[src/rtl/tggl_md_drv.sv]
// Mode-toggle pushbutton driver: pulses the active-low pin until the tracked selector cycle reaches the target.
// Optional abort input/aborted pulse enabled with `define TGGL_MD_DRV_ABORT_EN.
module tggl_md_drv #(
  parameter int PRESS_CYC = 4,
  parameter int GAP_CYC   = 4,
  parameter int CNT_W     = 8
) (
  input  logic       clk,
  input  logic       rst_n,
  input  logic       i_req,
  input  logic [1:0] i_target,
`ifdef TGGL_MD_DRV_ABORT_EN
  input  logic       i_abort,
  output logic       o_aborted,
`endif
  output logic       o_tggl_n,
  output logic       o_busy,
  output logic       o_done,
  output logic [1:0] o_shadow_cycle
);

  typedef enum logic [1:0] {S_IDLE, S_PRESS, S_GAP, S_DONE} state_t;

  state_t             r_state, w_state_nxt;
  logic [CNT_W-1:0]   r_cnt, w_cnt_nxt;
  logic [1:0]         r_rem, w_rem_nxt;
  logic [1:0]         r_tgt, w_tgt_nxt;
  logic [1:0]         r_shadow;
  logic [1:0]         w_diff;
  logic               w_abt;
  logic               w_abt_ret;
  logic               r_tggl_n, r_busy, r_done;

`ifdef TGGL_MD_DRV_ABORT_EN
  logic               r_abt_pend;
  logic               r_abt_ret;
  logic               r_aborted;

  // An abort seen anywhere in PRESS/GAP is remembered until the current gap ends.
  always_ff @(posedge clk or negedge rst_n) begin
    if (!rst_n) begin
      r_abt_pend <= 1'b0;
      r_abt_ret  <= 1'b0;
      r_aborted  <= 1'b0;
    end else begin
      if (r_state == S_PRESS || r_state == S_GAP)
        r_abt_pend <= r_abt_pend | i_abort;
      else
        r_abt_pend <= 1'b0;
      r_abt_ret <= w_abt_ret;
      r_aborted <= r_abt_ret;
    end
  end

  assign w_abt     = r_abt_pend | i_abort;
  assign o_aborted = r_aborted;
`else
  assign w_abt = 1'b0;
`endif

  assign w_diff = i_target - r_shadow;

  always_ff @(posedge clk or negedge rst_n) begin
    if (!rst_n) begin
      r_state <= S_IDLE;
      r_cnt   <= '0;
      r_rem   <= 2'd0;
      r_tgt   <= 2'b10;
    end else begin
      r_state <= w_state_nxt;
      r_cnt   <= w_cnt_nxt;
      r_rem   <= w_rem_nxt;
      r_tgt   <= w_tgt_nxt;
    end
  end

  always_comb begin
    w_state_nxt = r_state;
    w_cnt_nxt   = r_cnt;
    w_rem_nxt   = r_rem;
    w_tgt_nxt   = r_tgt;
    w_abt_ret   = 1'b0;
    case (r_state)
      S_IDLE: begin
        if (i_req) begin
          w_tgt_nxt   = i_target;
          w_rem_nxt   = w_diff;
          w_cnt_nxt   = '0;
          w_state_nxt = (w_diff != 2'd0) ? S_PRESS : S_DONE;
        end
      end
      S_PRESS: begin
        if (r_cnt == CNT_W'(PRESS_CYC - 1)) begin
          w_cnt_nxt   = '0;
          w_state_nxt = S_GAP;
        end else begin
          w_cnt_nxt = r_cnt + 1'b1;
        end
      end
      S_GAP: begin
        if (r_cnt == CNT_W'(GAP_CYC - 1)) begin
          w_cnt_nxt = '0;
          w_rem_nxt = r_rem - 2'd1;
          if (w_abt) begin
            w_rem_nxt   = 2'd0;
            w_abt_ret   = 1'b1;
            w_state_nxt = S_IDLE;
          end else if (r_rem == 2'd1) begin
            w_state_nxt = S_DONE;
          end else begin
            w_state_nxt = S_PRESS;
          end
        end else begin
          w_cnt_nxt = r_cnt + 1'b1;
        end
      end
      default: w_state_nxt = S_IDLE;
    endcase
  end

  // Pin and status are registered from the current state, so they trail it by one clock
  // and can never glitch. The shadow steps on the first gap cycle, in line with the pin release.
  always_ff @(posedge clk or negedge rst_n) begin
    if (!rst_n) begin
      r_tggl_n <= 1'b1;
      r_busy   <= 1'b0;
      r_done   <= 1'b0;
      r_shadow <= 2'b10;
    end else begin
      r_tggl_n <= (r_state != S_PRESS);
      r_busy   <= (r_state == S_PRESS) || (r_state == S_GAP);
      r_done   <= (r_state == S_DONE) && (r_shadow == r_tgt);
      if (r_state == S_GAP && r_cnt == '0)
        r_shadow <= r_shadow + 2'd1;
    end
  end

  assign o_tggl_n       = r_tggl_n;
  assign o_busy         = r_busy;
  assign o_done         = r_done;
  assign o_shadow_cycle = r_shadow;

endmodule

[config.mk]
export PLATFORM = sky130hd
export DESIGN_NAME = tggl_md_drv
export DESIGN_NICKNAME = d
export VERILOG_FILES = /design/src/rtl/tggl_md_drv.sv
export SDC_FILE = /design/constraint.sdc
export NUM_CORES = 1
export LEC_CHECK = 0
export CELL_PAD_IN_SITES_DETAIL_PLACEMENT = 1
export CELL_PAD_IN_SITES_GLOBAL_PLACEMENT = 1
export CORE_MARGIN = 1
export CORE_UTILIZATION = 47
export CTS_CLUSTER_DIAMETER = 60
export DETAILED_ROUTE_END_ITERATION = 16
export PLACE_DENSITY_LB_ADDON = 0.1
export SYNTH_ARGS = -nofsm -noshare
export SYNTH_HDL_FRONTEND = slang
export SYNTH_SLANG_ARGS = --single-unit
[constraint.sdc]
create_clock -name clk -period 5.6 [get_ports clk]
set_clock_uncertainty 0.15 [all_clocks]
set_input_delay 1.12 -clock clk [delete_from_list [all_inputs] [get_ports clk]]
set_output_delay 1.12 -clock clk [all_outputs]
set_load 0.02 [all_outputs]
==> run_summary.xml, run 1 <==
<?xml version="1.0" encoding="UTF-8"?>
<metrics>
  <group name="logic_synthesis">
    <metric name="synth_xor_xnor_area_share" unit="%">9.60</metric>
    <metric name="yosys.area_share.simple" unit="%">20.9</metric>
    <metric name="synth_largest_area_cell" unit="">sky130_fd_sc_hd__dfrtp_1</metric>
    <metric name="ys.warnings.count" unit="">0</metric>
    <metric name="combinational_family_with_the_most_area_after_synthesis" unit="">simple AND/OR/NAND/NOR gates</metric>
    <metric name="syn-num-nets" unit="">121</metric>
    <metric name="ys_top_cells_by_count" unit="">sky130_fd_sc_hd__dfrtp_1 (16), sky130_fd_sc_hd__nor2_1 (13), sky130_fd_sc_hd__xnor2_1 (12)</metric>
    <metric name="synth_seq_cells" unit="">19</metric>
    <metric name="synth_area_leaders" unit="">sky130_fd_sc_hd__dfrtp_1 (37%), sky130_fd_sc_hd__ha_1 (10%), sky130_fd_sc_hd__xnor2_1 (9.6%), sky130_fd_sc_hd__dfstp_2 (7.2%), sky130_fd_sc_hd__nor2_1 (4.5%)</metric>
    <metric name="synth_area_per_cell" unit="µm²">10.2</metric>
    <metric name="post_synth_mux_area_share" unit="%">4.34</metric>
    <metric name="post_synth_fa_ha_maj_area_fraction" unit="%">10.3</metric>
    <metric name="yosys.area.top_type_share" unit="%">36.6</metric>
    <metric name="synth_ff_type" unit="">sky130_fd_sc_hd__dfrtp_1</metric>
    <metric name="mappedNetlistArea" unit="mm²">0.00109</metric>
    <metric name="synth-compound-area-share" unit="%">7.54</metric>
    <metric name="postSynth.asyncResetShare" unit="%">100</metric>
    <metric name="synth_sequential_area_ratio" unit="%">43.8</metric>
    <metric name="synthMostInstantiatedCell" unit="">sky130_fd_sc_hd__dfrtp_1</metric>
    <metric name="postSynthCellCount" unit="">107</metric>
    <metric name="synth_enable_flop_cells" unit="">0</metric>
    <metric name="yosys.cell_types.count" unit="">31</metric>
  </group>
  <group name="grt">
    <metric name="globalRouteTotalUtil" unit="%">21.2</metric>
    <metric name="grt_antenna_before_repair" unit="">0</metric>
    <metric name="pin_count_of_the_biggest_net_entering_global_routing" unit="">20</metric>
    <metric name="grt_pass1_wl" unit="mm">3.93</metric>
    <metric name="grt_pass1_vias" unit="">875</metric>
    <metric name="leftover_overflow_at_the_end_of_global_routing" unit="">0</metric>
  </group>
  <group name="timing">
    <metric name="timing.hold.ws" unit="ns">0.383</metric>
    <metric name="part_of_the_cycle_the_worst_path_needs" unit="%">49.7</metric>
    <metric name="post-route-min-period" unit="ns">2.78</metric>
    <metric name="worst_pin_slew" unit="ns">0.873</metric>
    <metric name="fin_tns_setup" unit="ns">0</metric>
    <metric name="final-hold-violation-count" unit="">0</metric>
    <metric name="setup_violations" unit="">0</metric>
    <metric name="fmaxAchievable" unit="MHz">359</metric>
    <metric name="rsz0062_at_grt" unit="">no</metric>
    <metric name="final_max_slew_viol_count" unit="">0</metric>
    <metric name="max_slew_margin" unit="%">41.6</metric>
  </group>
  <group name="route">
    <metric name="wl_per_instance" unit="µm">15.0</metric>
    <metric name="count_of_nets_left_with_antenna_violations_after_detail_routing" unit="">0</metric>
    <metric name="drt_wl_total" unit="mm">2.18</metric>
    <metric name="drt_iter0_drc" unit="">4</metric>
    <metric name="vias_per_cell" unit="">5.39</metric>
    <metric name="detail_route.drc_violations" unit="">0</metric>
    <metric name="drt_pre_antenna_iters" unit="">2</metric>
    <metric name="routed-via-count" unit="">782</metric>
  </group>
  <group name="clock_network">
    <metric name="cts_max_path_buffers" unit="">2</metric>
    <metric name="cts-htree-levels" unit="">1</metric>
    <metric name="cts_setup_buffers" unit="">0</metric>
    <metric name="cts.repair.resized" unit="">0</metric>
    <metric name="clk_pin_slew_worst_setup_hold_paths" unit="ns">0.10</metric>
    <metric name="cts_num_sinks" unit="">19</metric>
    <metric name="clock-root-buffer" unit="">sky130_fd_sc_hd__clkbuf_4</metric>
    <metric name="clk_latency" unit="ns">0.30</metric>
    <metric name="cts_inserted_buffers" unit="">3</metric>
    <metric name="tritoncts" unit="">yes</metric>
    <metric name="cts_hold_repair_buffers" unit="">0</metric>
  </group>
  <group name="cells_and_area">
    <metric name="share_of_post_route_cells_with_drive_strength_above_1" unit="%">12.0</metric>
    <metric name="area.growth.synth_to_final" unit="%">12.7</metric>
    <metric name="fin_nets" unit="">132</metric>
    <metric name="diodes" unit="">0</metric>
  </group>
  <group name="critical_path">
    <metric name="cp-start-kind" unit="">flop</metric>
    <metric name="slowest_stage" unit="">sky130_fd_sc_hd__clkdlybuf4s50_1</metric>
    <metric name="timing.critical_path.to_type" unit="">output port</metric>
    <metric name="timing.critical_path.slowest_cell_delay" unit="ns">0.62</metric>
    <metric name="critPathRequiredTime" unit="ns">4.33</metric>
    <metric name="critical_path_buf_inv_count" unit="">1</metric>
    <metric name="timing.critical_path.arrival" unit="ns">1.51</metric>
    <metric name="path_cells" unit="">clkdlybuf4s50_1</metric>
    <metric name="reg2reg_setup_slack" unit="ns">3.42</metric>
    <metric name="critPathMaxFanout" unit="">4</metric>
    <metric name="critical_path.top_delay_family" unit="">buffers and inverters</metric>
    <metric name="criticalPathCategory" unit="">flop to output port</metric>
  </group>
  <group name="power">
    <metric name="pwr_density_cell" unit="mW/mm²">521</metric>
    <metric name="peakVddDrop" unit="mV">0.267</metric>
    <metric name="power_leakage" unit="µW">0.000536</metric>
  </group>
  <group name="floorplanning">
    <metric name="start_util" unit="%">49.5</metric>
    <metric name="die-height" unit="µm">50.3</metric>
    <metric name="area_enclosed_by_the_die_boundary" unit="mm²">0.00253</metric>
    <metric name="floorplan.rows" unit="">17</metric>
    <metric name="die_width" unit="µm">50.3</metric>
    <metric name="core-area" unit="mm²">0.00221</metric>
    <metric name="io_pins" unit="">10</metric>
  </group>
  <group name="placement">
    <metric name="buffer_ports.inserted" unit="">9</metric>
    <metric name="place.detailed.hpwl" unit="mm">1.68</metric>
    <metric name="place_congestion" unit="">0.752</metric>
  </group>
  <group name="min_path">
    <metric name="timing.hold.worst.class" unit="">flop to flop</metric>
  </group>
  <group name="run">
    <metric name="max-cap-violations" unit="">0</metric>
  </group>
  <group name="outcome">
    <metric name="status" unit="">completed</metric>
  </group>
</metrics>
## cell type report
class / instances / area [µm²]
multi-input combinational: 78 / 577
tap: 28 / 35.0
inverter: 7 / 26.3
clock buffer: 4 / 26.3
timing repair buffer: 9 / 90.1
sequential: 19 / 479
fill: 265 / 978
## layer usage
metal	GRT usage, %	vias up	wire, µm
met5	0	-	0
met4	12.4	0	47
met3	3.03	5	38
met2	38.4	11	1140
met1	23.2	380	954
li1	-	386	-
## through the flow
step                instance area [µm²]  std cells  worst slack, ns  util, %  total power (µW)
floorplan                          1090        107             3.43        -               476
global placement                   1210        141             2.75     54.6               561
detailed placement                 1210        141             2.69     54.6               578
CTS                                1230        145             2.80     55.8               650
global route                       1230        145             2.76     55.8               702
finish                             1230        145             2.82     55.8               643
## logic make-up (layout without fill, tap and decap cells)
group | Yosys count | in the layout
buf+inv | 10 | 20
compound gates | 13 | 13
flops | 19 | 19
xor+xnor | 12 | 12
fa+ha+maj | 9 | 9
mux | 4 | 4
simple gates | 40 | 40
## registers in the layout (all words and copies together), names as in the netlist
| register | count |
|---|---|
| r_tgt | 2 |
| o_tggl_n | 1 |
| r_cnt | 8 |
| r_rem | 2 |
| o_done | 1 |
| o_busy | 1 |
| r_state | 2 |
| o_shadow_cycle | 2 |
## final timing paths
kind / from / endpoint / cells past startpoint
setup / recovery: o_shadow_cycle[1] / o_shadow_cycle[1] / 1
hold reg to reg: r_tgt[0] / r_tgt[0] / 2
min in group asynchronous: rst_n / r_state[0] / 1
setup reg to reg: r_state[0] / r_state[1] / 6
max in group asynchronous: rst_n / r_cnt[5] / 1
hold / removal: r_tgt[0] / r_tgt[0] / 2
## placed cells by master, fill, tap and decap left out, drive strengths merged
| master | synthesis | routed |
|---|---|---|
| o32ai | 1 | 1 |
| dfstp | 3 | 3 |
| nor3b | 1 | 1 |
| a21o | 1 | 1 |
| and3 | 1 | 1 |
| nand2b | 1 | 1 |
| and2 | 1 | 1 |
| ha | 9 | 9 |
| nand3 | 4 | 4 |
| a22o | 1 | 1 |
| xnor2 | 12 | 12 |
| o2bb2ai | 1 | 1 |
| mux2i | 1 | 1 |
| clkbuf | 2 | 4 |
| or2 | 2 | 2 |
| nor2b | 1 | 1 |
| inv | 7 | 7 |
| nand2 | 7 | 7 |
| a21oi | 5 | 5 |
| clkdlybuf4s50 | 0 | 9 |
| nor4 | 4 | 4 |
| o21ai | 4 | 4 |
| nor4b | 2 | 2 |
| dfrtp | 16 | 16 |
| mux2 | 3 | 3 |
| nand4 | 3 | 3 |
| nor2 | 13 | 13 |
## power breakdown
group          switching [µW]  internal (µW)
Clock                    41.5           27.8
Combinational             176            156
Sequential               50.3            191
Note: power is estimated with default switching activity, not from simulation.
==> run 2: changes to the inputs <==
--- a/config.mk
+++ b/config.mk
@@ -8,7 +8,7 @@
 export CELL_PAD_IN_SITES_DETAIL_PLACEMENT = 1
 export CELL_PAD_IN_SITES_GLOBAL_PLACEMENT = 1
 export CORE_MARGIN = 1
-export CORE_UTILIZATION = 47
+export CORE_UTILIZATION = 43
 export CTS_CLUSTER_DIAMETER = 60
 export DETAILED_ROUTE_END_ITERATION = 16
 export PLACE_DENSITY_LB_ADDON = 0.1
==> constraint.sdc (replaced) <==
create_clock -name clk -period 2.9 [get_ports clk]
set_clock_uncertainty 0.15 [all_clocks]
set_input_delay 0.58 -clock clk [delete_from_list [all_inputs] [get_ports clk]]
set_output_delay 0.58 -clock clk [all_outputs]
set_load 0.02 [all_outputs]
==> run 2 against run 1 <==
Effect of this change:
- register-to-register slack worse by 2.6 ns
- non-clock buffer count is 1 higher
- sequential share of layout area is 0.27 points lower
- core utilization is 1.7 points lower
- critical path depth stayed put
- clock-buffer cell count is 1 lower
- cell area is 0.71% higher
- global-route usage is 3.3 points lower
- setup slack worse by 2.2 ns
- sequential cell count stayed put
- sequential power is 92% higher
==> run_summary.xml, run 2 (synthesis results as in run 1) <==
<?xml version="1.0" encoding="UTF-8"?>
<metrics>
  <group name="critical_path">
    <metric name="timing.critical_path.to_type" unit="">output port</metric>
    <metric name="path_cells" unit="">clkdlybuf4s50_1</metric>
    <metric name="critPathMaxFanout" unit="">4</metric>
    <metric name="timing.critical_path.slowest_cell_delay" unit="ns">0.62</metric>
    <metric name="critical_path_buf_inv_count" unit="">1</metric>
    <metric name="criticalPathCategory" unit="">flop to output port</metric>
    <metric name="critical_path.top_delay_family" unit="">buffers and inverters</metric>
    <metric name="reg2reg_setup_slack" unit="ns">0.87</metric>
    <metric name="critPathRequiredTime" unit="ns">2.17</metric>
    <metric name="cp-start-kind" unit="">flop</metric>
    <metric name="crit-reg2reg-launch" unit="">r_state[0]</metric>
    <metric name="worst_r2r_path_depth" unit="">7</metric>
    <metric name="slowest_stage" unit="">sky130_fd_sc_hd__clkdlybuf4s50_1</metric>
    <metric name="timing.critical_path.arrival" unit="ns">1.53</metric>
    <metric name="r2r-end" unit="">r_cnt[2]</metric>
  </group>
  <group name="route">
    <metric name="vias_per_cell" unit="">5.36</metric>
    <metric name="detail_route.drc_violations" unit="">0</metric>
    <metric name="routed-via-count" unit="">783</metric>
    <metric name="wl_per_instance" unit="µm">15.1</metric>
    <metric name="drt_iter0_drc" unit="">9</metric>
    <metric name="count_of_nets_left_with_antenna_violations_after_detail_routing" unit="">0</metric>
    <metric name="drt_pre_antenna_iters" unit="">4</metric>
    <metric name="drt_wl_total" unit="mm">2.20</metric>
  </group>
  <group name="power">
    <metric name="proportion_of_power_drawn_by_the_clock_network" unit="%">10.9</metric>
    <metric name="power_frac_seq" unit="%">37.1</metric>
    <metric name="power.switching_fraction" unit="%">41.8</metric>
    <metric name="power.internal" unit="µW">728</metric>
    <metric name="fin_total_pwr" unit="µW">1250</metric>
    <metric name="peakVddDrop" unit="mV">0.536</metric>
    <metric name="power_leakage" unit="µW">0.000544</metric>
    <metric name="pwr_density_cell" unit="mW/mm²">1010</metric>
    <metric name="switchingPower" unit="µW">523</metric>
    <metric name="power.combinational.fraction" unit="%">52.0</metric>
  </group>
  <group name="timing">
    <metric name="max_slew_margin" unit="%">45.2</metric>
    <metric name="final-hold-violation-count" unit="">0</metric>
    <metric name="rsz0062_at_grt" unit="">no</metric>
    <metric name="part_of_the_cycle_the_worst_path_needs" unit="%">77.8</metric>
    <metric name="setup_violations" unit="">0</metric>
    <metric name="setup_slack" unit="ns">0.643</metric>
    <metric name="fmaxAchievable" unit="MHz">443</metric>
    <metric name="fin_tns_setup" unit="ns">0</metric>
    <metric name="final_max_slew_viol_count" unit="">0</metric>
    <metric name="worst_pin_slew" unit="ns">0.820</metric>
    <metric name="post-route-min-period" unit="ns">2.26</metric>
  </group>
  <group name="grt">
    <metric name="leftover_overflow_at_the_end_of_global_routing" unit="">0</metric>
    <metric name="globalRouteTotalUtil" unit="%">17.9</metric>
    <metric name="grt_pass1_wl" unit="mm">3.53</metric>
    <metric name="pin_count_of_the_biggest_net_entering_global_routing" unit="">20</metric>
    <metric name="grt_pass1_vias" unit="">767</metric>
    <metric name="grt_antenna_before_repair" unit="">0</metric>
  </group>
  <group name="cells_and_area">
    <metric name="finalInstanceArea" unit="mm²">0.00124</metric>
    <metric name="finish.utilization" unit="%">54.1</metric>
    <metric name="most_frequent_standard_cell_in_the_layout_excluding_fill_and_tap_cells" unit="">sky130_fd_sc_hd__dfrtp_1</metric>
    <metric name="fin_nets" unit="">133</metric>
    <metric name="most-common-layout-cells" unit="">sky130_fd_sc_hd__dfrtp_1 (16), sky130_fd_sc_hd__nor2_1 (13), sky130_fd_sc_hd__xnor2_1 (12), sky130_fd_sc_hd__ha_1 (9), sky130_fd_sc_hd__clkdlybuf4s50_1 (9)</metric>
    <metric name="flip_flop_count_of_the_largest_register_after_layout" unit="">8</metric>
    <metric name="share_of_post_route_cells_with_drive_strength_above_1" unit="%">13.6</metric>
    <metric name="diodes" unit="">0</metric>
    <metric name="top_register" unit="">r_cnt</metric>
    <metric name="area.growth.synth_to_final" unit="%">13.5</metric>
  </group>
  <group name="min_path">
    <metric name="worst_hold_launch" unit="">r_tgt[0]</metric>
    <metric name="holdPathStages" unit="">2</metric>
    <metric name="hold_end" unit="">r_tgt[0]</metric>
    <metric name="timing.hold.worst.class" unit="">flop to flop</metric>
  </group>
  <group name="floorplanning">
    <metric name="die-height" unit="µm">52.5</metric>
    <metric name="die_width" unit="µm">52.5</metric>
    <metric name="io_pins" unit="">10</metric>
    <metric name="area_enclosed_by_the_die_boundary" unit="mm²">0.00275</metric>
    <metric name="core-area" unit="mm²">0.00230</metric>
    <metric name="start_util" unit="%">47.7</metric>
    <metric name="floorplan.rows" unit="">17</metric>
  </group>
  <group name="clock_network">
    <metric name="clk_pin_slew_worst_setup_hold_paths" unit="ns">0.11</metric>
    <metric name="clk_latency" unit="ns">0.30</metric>
    <metric name="cts_inserted_buffers" unit="">3</metric>
    <metric name="cts-htree-levels" unit="">1</metric>
    <metric name="tritoncts" unit="">yes</metric>
    <metric name="cts.repair.resized" unit="">0</metric>
    <metric name="cts_setup_buffers" unit="">0</metric>
    <metric name="cts_hold_repair_buffers" unit="">0</metric>
    <metric name="clock-root-buffer" unit="">sky130_fd_sc_hd__clkbuf_4</metric>
    <metric name="cts_num_sinks" unit="">19</metric>
    <metric name="cts_max_path_buffers" unit="">2</metric>
  </group>
  <group name="outcome">
    <metric name="status" unit="">completed</metric>
  </group>
  <group name="placement">
    <metric name="dp_worst_setup_slack" unit="ns">0.672</metric>
    <metric name="buffer_ports.inserted" unit="">9</metric>
    <metric name="detailed_place.area" unit="mm²">0.00121</metric>
    <metric name="place_congestion" unit="">0.766</metric>
    <metric name="place.detailed.hpwl" unit="mm">1.70</metric>
  </group>
  <group name="run">
    <metric name="max-cap-violations" unit="">0</metric>
  </group>
</metrics>
[run 2: cell count changes in the layout (fill, tap and decap cells not counted)]
cell                       change
sky130_fd_sc_hd__buf_4         +1
sky130_fd_sc_hd__clkbuf_1      -1
sky130_fd_sc_hd__clkinv_2      +1
[run 2: cell type report]
| class | instances | area (µm²) |
|---|---|---|
| Fill cell | 263 | 1050 |
| Clock buffer | 3 | 22.5 |
| Clock inverter | 1 | 5.00 |
| Multi-Input combinational cell | 78 | 577 |
| Timing Repair Buffer | 10 | 97.6 |
| Sequential cell | 19 | 479 |
| Inverter | 7 | 26.3 |
| Tap cell | 28 | 35.0 |
[run 2: through the flow]
| step | cells | hold WS, ns |
|---|---|---|
| 4_1_cts | 146 | 0.391 |
| 3_3_place_gp | 142 | 0.353 |
| 6_report | 146 | 0.383 |
| 3_5_place_dp | 142 | 0.364 |
| 5_1_grt | 146 | 0.411 |
| 2_1_floorplan | 107 | 0.134 |
[run 2: worst reg2reg max path, cell delays in order, from the launching register on]
cell	delay [ns]
sky130_fd_sc_hd__dfrtp_1	0.44
sky130_fd_sc_hd__inv_1	0.09
sky130_fd_sc_hd__ha_1	0.26
sky130_fd_sc_hd__nor2b_1	0.15
sky130_fd_sc_hd__buf_4	0.17
sky130_fd_sc_hd__or2_2	0.31
sky130_fd_sc_hd__a21oi_2	0.26
sky130_fd_sc_hd__nor2_1	0.09
[run 2: routing by layer]
layer	GRT usage, %	share of wire [%]	up-vias	wire (µm)
met5	0	0	-	0
met1	25.9	53	381	1160
met4	7.89	1.2	0	27
met2	26.2	44	9	975
met3	2.61	1.7	4	38
li1	-	-	389	-
[run 2: worst max path at each step]
stage	depth (start not counted)	startpoint	endpoint	slack [ns]
global route	1	o_shadow_cycle[1]	o_shadow_cycle[1]	0.60
CTS	1	o_shadow_cycle[1]	o_shadow_cycle[1]	0.63
floorplan	6	r_state[0]	r_state[0]	1.03
detailed placement	6	i_req	r_cnt[2]	0.67
global placement	6	i_req	r_cnt[2]	0.70
finish	1	o_shadow_cycle[1]	o_shadow_cycle[1]	0.64
[run 2: power by group through the flow]
stage | Clock, µW | Sequential [µW] | Combinational (µW)
floorplan | 0 | 486 | 433
global placement | 0 | 468 | 630
detailed placement | 0 | 472 | 653
CTS | 147 | 466 | 659
global route | 153 | 474 | 724
finish | 136 | 464 | 650
==> run 3: changes to the inputs <==
--- a/config.mk
+++ b/config.mk
@@ -8,7 +8,7 @@
 export CELL_PAD_IN_SITES_DETAIL_PLACEMENT = 1
 export CELL_PAD_IN_SITES_GLOBAL_PLACEMENT = 1
 export CORE_MARGIN = 1
-export CORE_UTILIZATION = 43
+export CORE_UTILIZATION = 39
 export CTS_CLUSTER_DIAMETER = 60
 export DETAILED_ROUTE_END_ITERATION = 16
 export PLACE_DENSITY_LB_ADDON = 0.1
==> constraint.sdc (replaced) <==
create_clock -name clk -period 1.9 [get_ports clk]
set_clock_uncertainty 0.15 [all_clocks]
set_input_delay 0.38 -clock clk [delete_from_list [all_inputs] [get_ports clk]]
set_output_delay 0.38 -clock clk [all_outputs]
set_load 0.02 [all_outputs]
==> run 3 against run 2 <==
Effect of this change:
- total power is 64% higher
- sequential cell count is the same
- setup slack got worse by 0.57 ns
- global-route usage increased by 1.3 points
- highest routed layer unchanged
- non-clock buffer count rose by 7
- via count rose by 4.0%
- critical path type is now flop to flop
- routed wire length is 7.5% higher
- sequential share of layout area shrank 2.2 points
- clock power grew 57%
- critical path depth rose by 4
- cell area is 5.9% higher
- hold slack got worse by 0.14 ns
==> run_summary.xml, run 3 (synthesis results as in run 1) <==
<?xml version="1.0" encoding="UTF-8"?>
<metrics>
  <group name="route">
    <metric name="drt_wl_total" unit="mm">2.36</metric>
    <metric name="vias_per_cell" unit="">5.25</metric>
    <metric name="drt_iter0_drc" unit="">5</metric>
    <metric name="count_of_nets_left_with_antenna_violations_after_detail_routing" unit="">0</metric>
    <metric name="routed-via-count" unit="">814</metric>
    <metric name="drt_pre_antenna_iters" unit="">2</metric>
    <metric name="detail_route.drc_violations" unit="">0</metric>
    <metric name="wl_per_instance" unit="µm">15.3</metric>
  </group>
  <group name="timing">
    <metric name="part_of_the_cycle_the_worst_path_needs" unit="%">96.0</metric>
    <metric name="fmaxAchievable" unit="MHz">548</metric>
    <metric name="max_slew_margin" unit="%">78.3</metric>
    <metric name="rsz0062_at_grt" unit="">no</metric>
    <metric name="setup_violations" unit="">0</metric>
    <metric name="final_max_slew_viol_count" unit="">0</metric>
    <metric name="worst_pin_slew" unit="ns">0.320</metric>
    <metric name="timing.hold.ws" unit="ns">0.242</metric>
    <metric name="post-route-min-period" unit="ns">1.82</metric>
    <metric name="setup_slack" unit="ns">0.0763</metric>
    <metric name="final-hold-violation-count" unit="">0</metric>
    <metric name="fin_tns_setup" unit="ns">0</metric>
  </group>
  <group name="grt">
    <metric name="grt_pass1_wl" unit="mm">3.99</metric>
    <metric name="grt_pass1_vias" unit="">832</metric>
    <metric name="grt_antenna_before_repair" unit="">0</metric>
    <metric name="met3_usage_in_global_routing" unit="%">2.46</metric>
    <metric name="globalRouteTotalUtil" unit="%">19.2</metric>
    <metric name="leftover_overflow_at_the_end_of_global_routing" unit="">0</metric>
    <metric name="use_met1" unit="%">26.8</metric>
    <metric name="pin_count_of_the_biggest_net_entering_global_routing" unit="">20</metric>
    <metric name="globalRoute.busiestLayer" unit="">met2</metric>
    <metric name="grt_use_met2" unit="%">29.3</metric>
  </group>
  <group name="placement">
    <metric name="place.detailed.hpwl" unit="mm">1.81</metric>
    <metric name="buffer_ports.inserted" unit="">9</metric>
    <metric name="place_congestion" unit="">0.739</metric>
    <metric name="dp_worst_setup_slack" unit="ns">-0.180</metric>
    <metric name="place_inst" unit="">151</metric>
  </group>
  <group name="clock_network">
    <metric name="clk_pin_slew_worst_setup_hold_paths" unit="ns">0.11</metric>
    <metric name="clk_latency" unit="ns">0.31</metric>
    <metric name="cts_hold_repair_buffers" unit="">0</metric>
    <metric name="cts_max_path_buffers" unit="">2</metric>
    <metric name="cts-htree-levels" unit="">1</metric>
    <metric name="cts_inserted_buffers" unit="">3</metric>
    <metric name="clock-root-buffer" unit="">sky130_fd_sc_hd__clkbuf_4</metric>
    <metric name="cts_num_sinks" unit="">19</metric>
    <metric name="cts_setup_buffers" unit="">0</metric>
    <metric name="tritoncts" unit="">yes</metric>
  </group>
  <group name="critical_path">
    <metric name="cp-start-kind" unit="">flop</metric>
    <metric name="worst_r2r_path_depth" unit="">5</metric>
    <metric name="r2r-end" unit="">r_state[0]</metric>
    <metric name="criticalPathCategory" unit="">flop to flop</metric>
    <metric name="critPathMaxFanout" unit="">4</metric>
    <metric name="timing.critical_path.to_type" unit="">flop</metric>
    <metric name="reg2reg_setup_slack" unit="ns">0.08</metric>
    <metric name="critPathRequiredTime" unit="ns">1.95</metric>
    <metric name="crit-reg2reg-launch" unit="">r_state[1]</metric>
    <metric name="timing.critical_path.arrival" unit="ns">1.88</metric>
  </group>
  <group name="floorplanning">
    <metric name="start_util" unit="%">42.6</metric>
    <metric name="die_width" unit="µm">55.0</metric>
    <metric name="io_pins" unit="">10</metric>
    <metric name="core-area" unit="mm²">0.00257</metric>
    <metric name="die-height" unit="µm">55.0</metric>
    <metric name="floorplan.rows" unit="">18</metric>
    <metric name="area_enclosed_by_the_die_boundary" unit="mm²">0.00302</metric>
  </group>
  <group name="cells_and_area">
    <metric name="diodes" unit="">0</metric>
    <metric name="area.growth.synth_to_final" unit="%">20.2</metric>
    <metric name="share_of_post_route_cells_with_drive_strength_above_1" unit="%">20.8</metric>
    <metric name="fin_nets" unit="">140</metric>
    <metric name="flip_flop_count_of_the_largest_register_after_layout" unit="">8</metric>
    <metric name="final_cells" unit="">155</metric>
    <metric name="top_register" unit="">r_cnt</metric>
    <metric name="most-common-layout-cells" unit="">sky130_fd_sc_hd__dfrtp_1 (16), sky130_fd_sc_hd__nor2_1 (13), sky130_fd_sc_hd__xnor2_1 (12), sky130_fd_sc_hd__ha_1 (8), sky130_fd_sc_hd__buf_4 (8)</metric>
    <metric name="most_frequent_standard_cell_in_the_layout_excluding_fill_and_tap_cells" unit="">sky130_fd_sc_hd__dfrtp_1</metric>
  </group>
  <group name="power">
    <metric name="switchingPower" unit="µW">861</metric>
    <metric name="power.combinational.fraction" unit="%">55.6</metric>
    <metric name="power_leakage" unit="µW">0.000581</metric>
    <metric name="pwr_density_cell" unit="mW/mm²">1560</metric>
    <metric name="proportion_of_power_drawn_by_the_clock_network" unit="%">10.4</metric>
    <metric name="power_frac_seq" unit="%">34.0</metric>
    <metric name="power.switching_fraction" unit="%">42.1</metric>
    <metric name="power.internal" unit="µW">1190</metric>
    <metric name="peakVddDrop" unit="mV">0.704</metric>
  </group>
  <group name="run">
    <metric name="max-cap-violations" unit="">0</metric>
  </group>
  <group name="min_path">
    <metric name="timing.hold.worst.class" unit="">primary input to async pin</metric>
  </group>
  <group name="outcome">
    <metric name="status" unit="">completed</metric>
  </group>
</metrics>
==> run 3: changes by cell type in the layout (fill, tap and decap cells not counted) <==
cell | previous run | this run
sky130_fd_sc_hd__nor4b_2 | 0 | 1
sky130_fd_sc_hd__ha_2 | 0 | 1
sky130_fd_sc_hd__a21oi_4 | 0 | 1
sky130_fd_sc_hd__or2_4 | 0 | 1
sky130_fd_sc_hd__dlygate4sd2_1 | 0 | 3
sky130_fd_sc_hd__nor4b_1 | 2 | 1
sky130_fd_sc_hd__buf_4 | 1 | 8
sky130_fd_sc_hd__or2_2 | 2 | 1
sky130_fd_sc_hd__clkdlybuf4s50_1 | 9 | 6
sky130_fd_sc_hd__ha_1 | 9 | 8
sky130_fd_sc_hd__a21oi_1 | 4 | 3
==> run 3: worst max-delay path by stage <==
stage / from / to / slack, ns
finish: r_state[1] / r_state[0] / 0.08
global route: r_state[0] / r_cnt[7] / 0.02
CTS: r_state[0] / r_cnt[3] / 0.06
detailed placement: i_req / r_cnt[3] / -0.18
global placement: i_req / r_cnt[3] / -0.15
floorplan: r_state[0] / r_state[0] / 0.03
==> run 3: power by group through the flow <==
stage | sequential [µW] | combinational [µW] | clock (µW)
6_report | 696 | 1140 | 214
5_1_grt | 718 | 1270 | 241
4_1_cts | 698 | 1120 | 221
3_5_place_dp | 707 | 1110 | 0
3_3_place_gp | 692 | 1070 | 0
2_1_floorplan | 742 | 661 | 0
==> run 3: area by class of cell <==
cell class | instances | area, µm²
Fill cell | 290 | 1250
Multi-Input combinational cell | 78 | 599
Sequential cell | 19 | 479
Timing Repair Buffer | 17 | 146
Tap cell | 30 | 37.5
Inverter | 7 | 26.3
Clock buffer | 3 | 22.5
Clock inverter | 1 | 5.00
==> run 3: per-stage QoR <==
| stage | utilization [%] | power, µW | instance area (µm²) |
|---|---|---|---|
| finish | 51.3 | 2050 | 1320 |
| detailed placement | 49.5 | 1820 | 1270 |
| CTS | 50.7 | 2040 | 1300 |
| global placement | 49.5 | 1760 | 1270 |
| global route | 51.3 | 2230 | 1320 |
| floorplan | - | 1400 | 1090 |
==> run 3: what timing repair did <==
item                       4_1_cts  5_1_grt
setup endpoints to repair        9        7
resized for setup                4        4
pin swaps                        0        0
==> run 3: critical path, stage by stage, from the launching register on <==
cell and delay [ns]:
sky130_fd_sc_hd__dfrtp_1 0.41, sky130_fd_sc_hd__buf_4 0.16, sky130_fd_sc_hd__ha_1 0.19, sky130_fd_sc_hd__or2_2 0.31, sky130_fd_sc_hd__a21o_1 0.21, sky130_fd_sc_hd__mux2_4 0.30
==> run 3: metal layers <==
| layer | share of wire [%] | vias up |
|---|---|---|
| li1 | - | 399 |
| met1 | 50 | 402 |
| met2 | 45 | 8 |
| met3 | 1.9 | 5 |
| met4 | 2.7 | 0 |
| met5 | 0 | - |
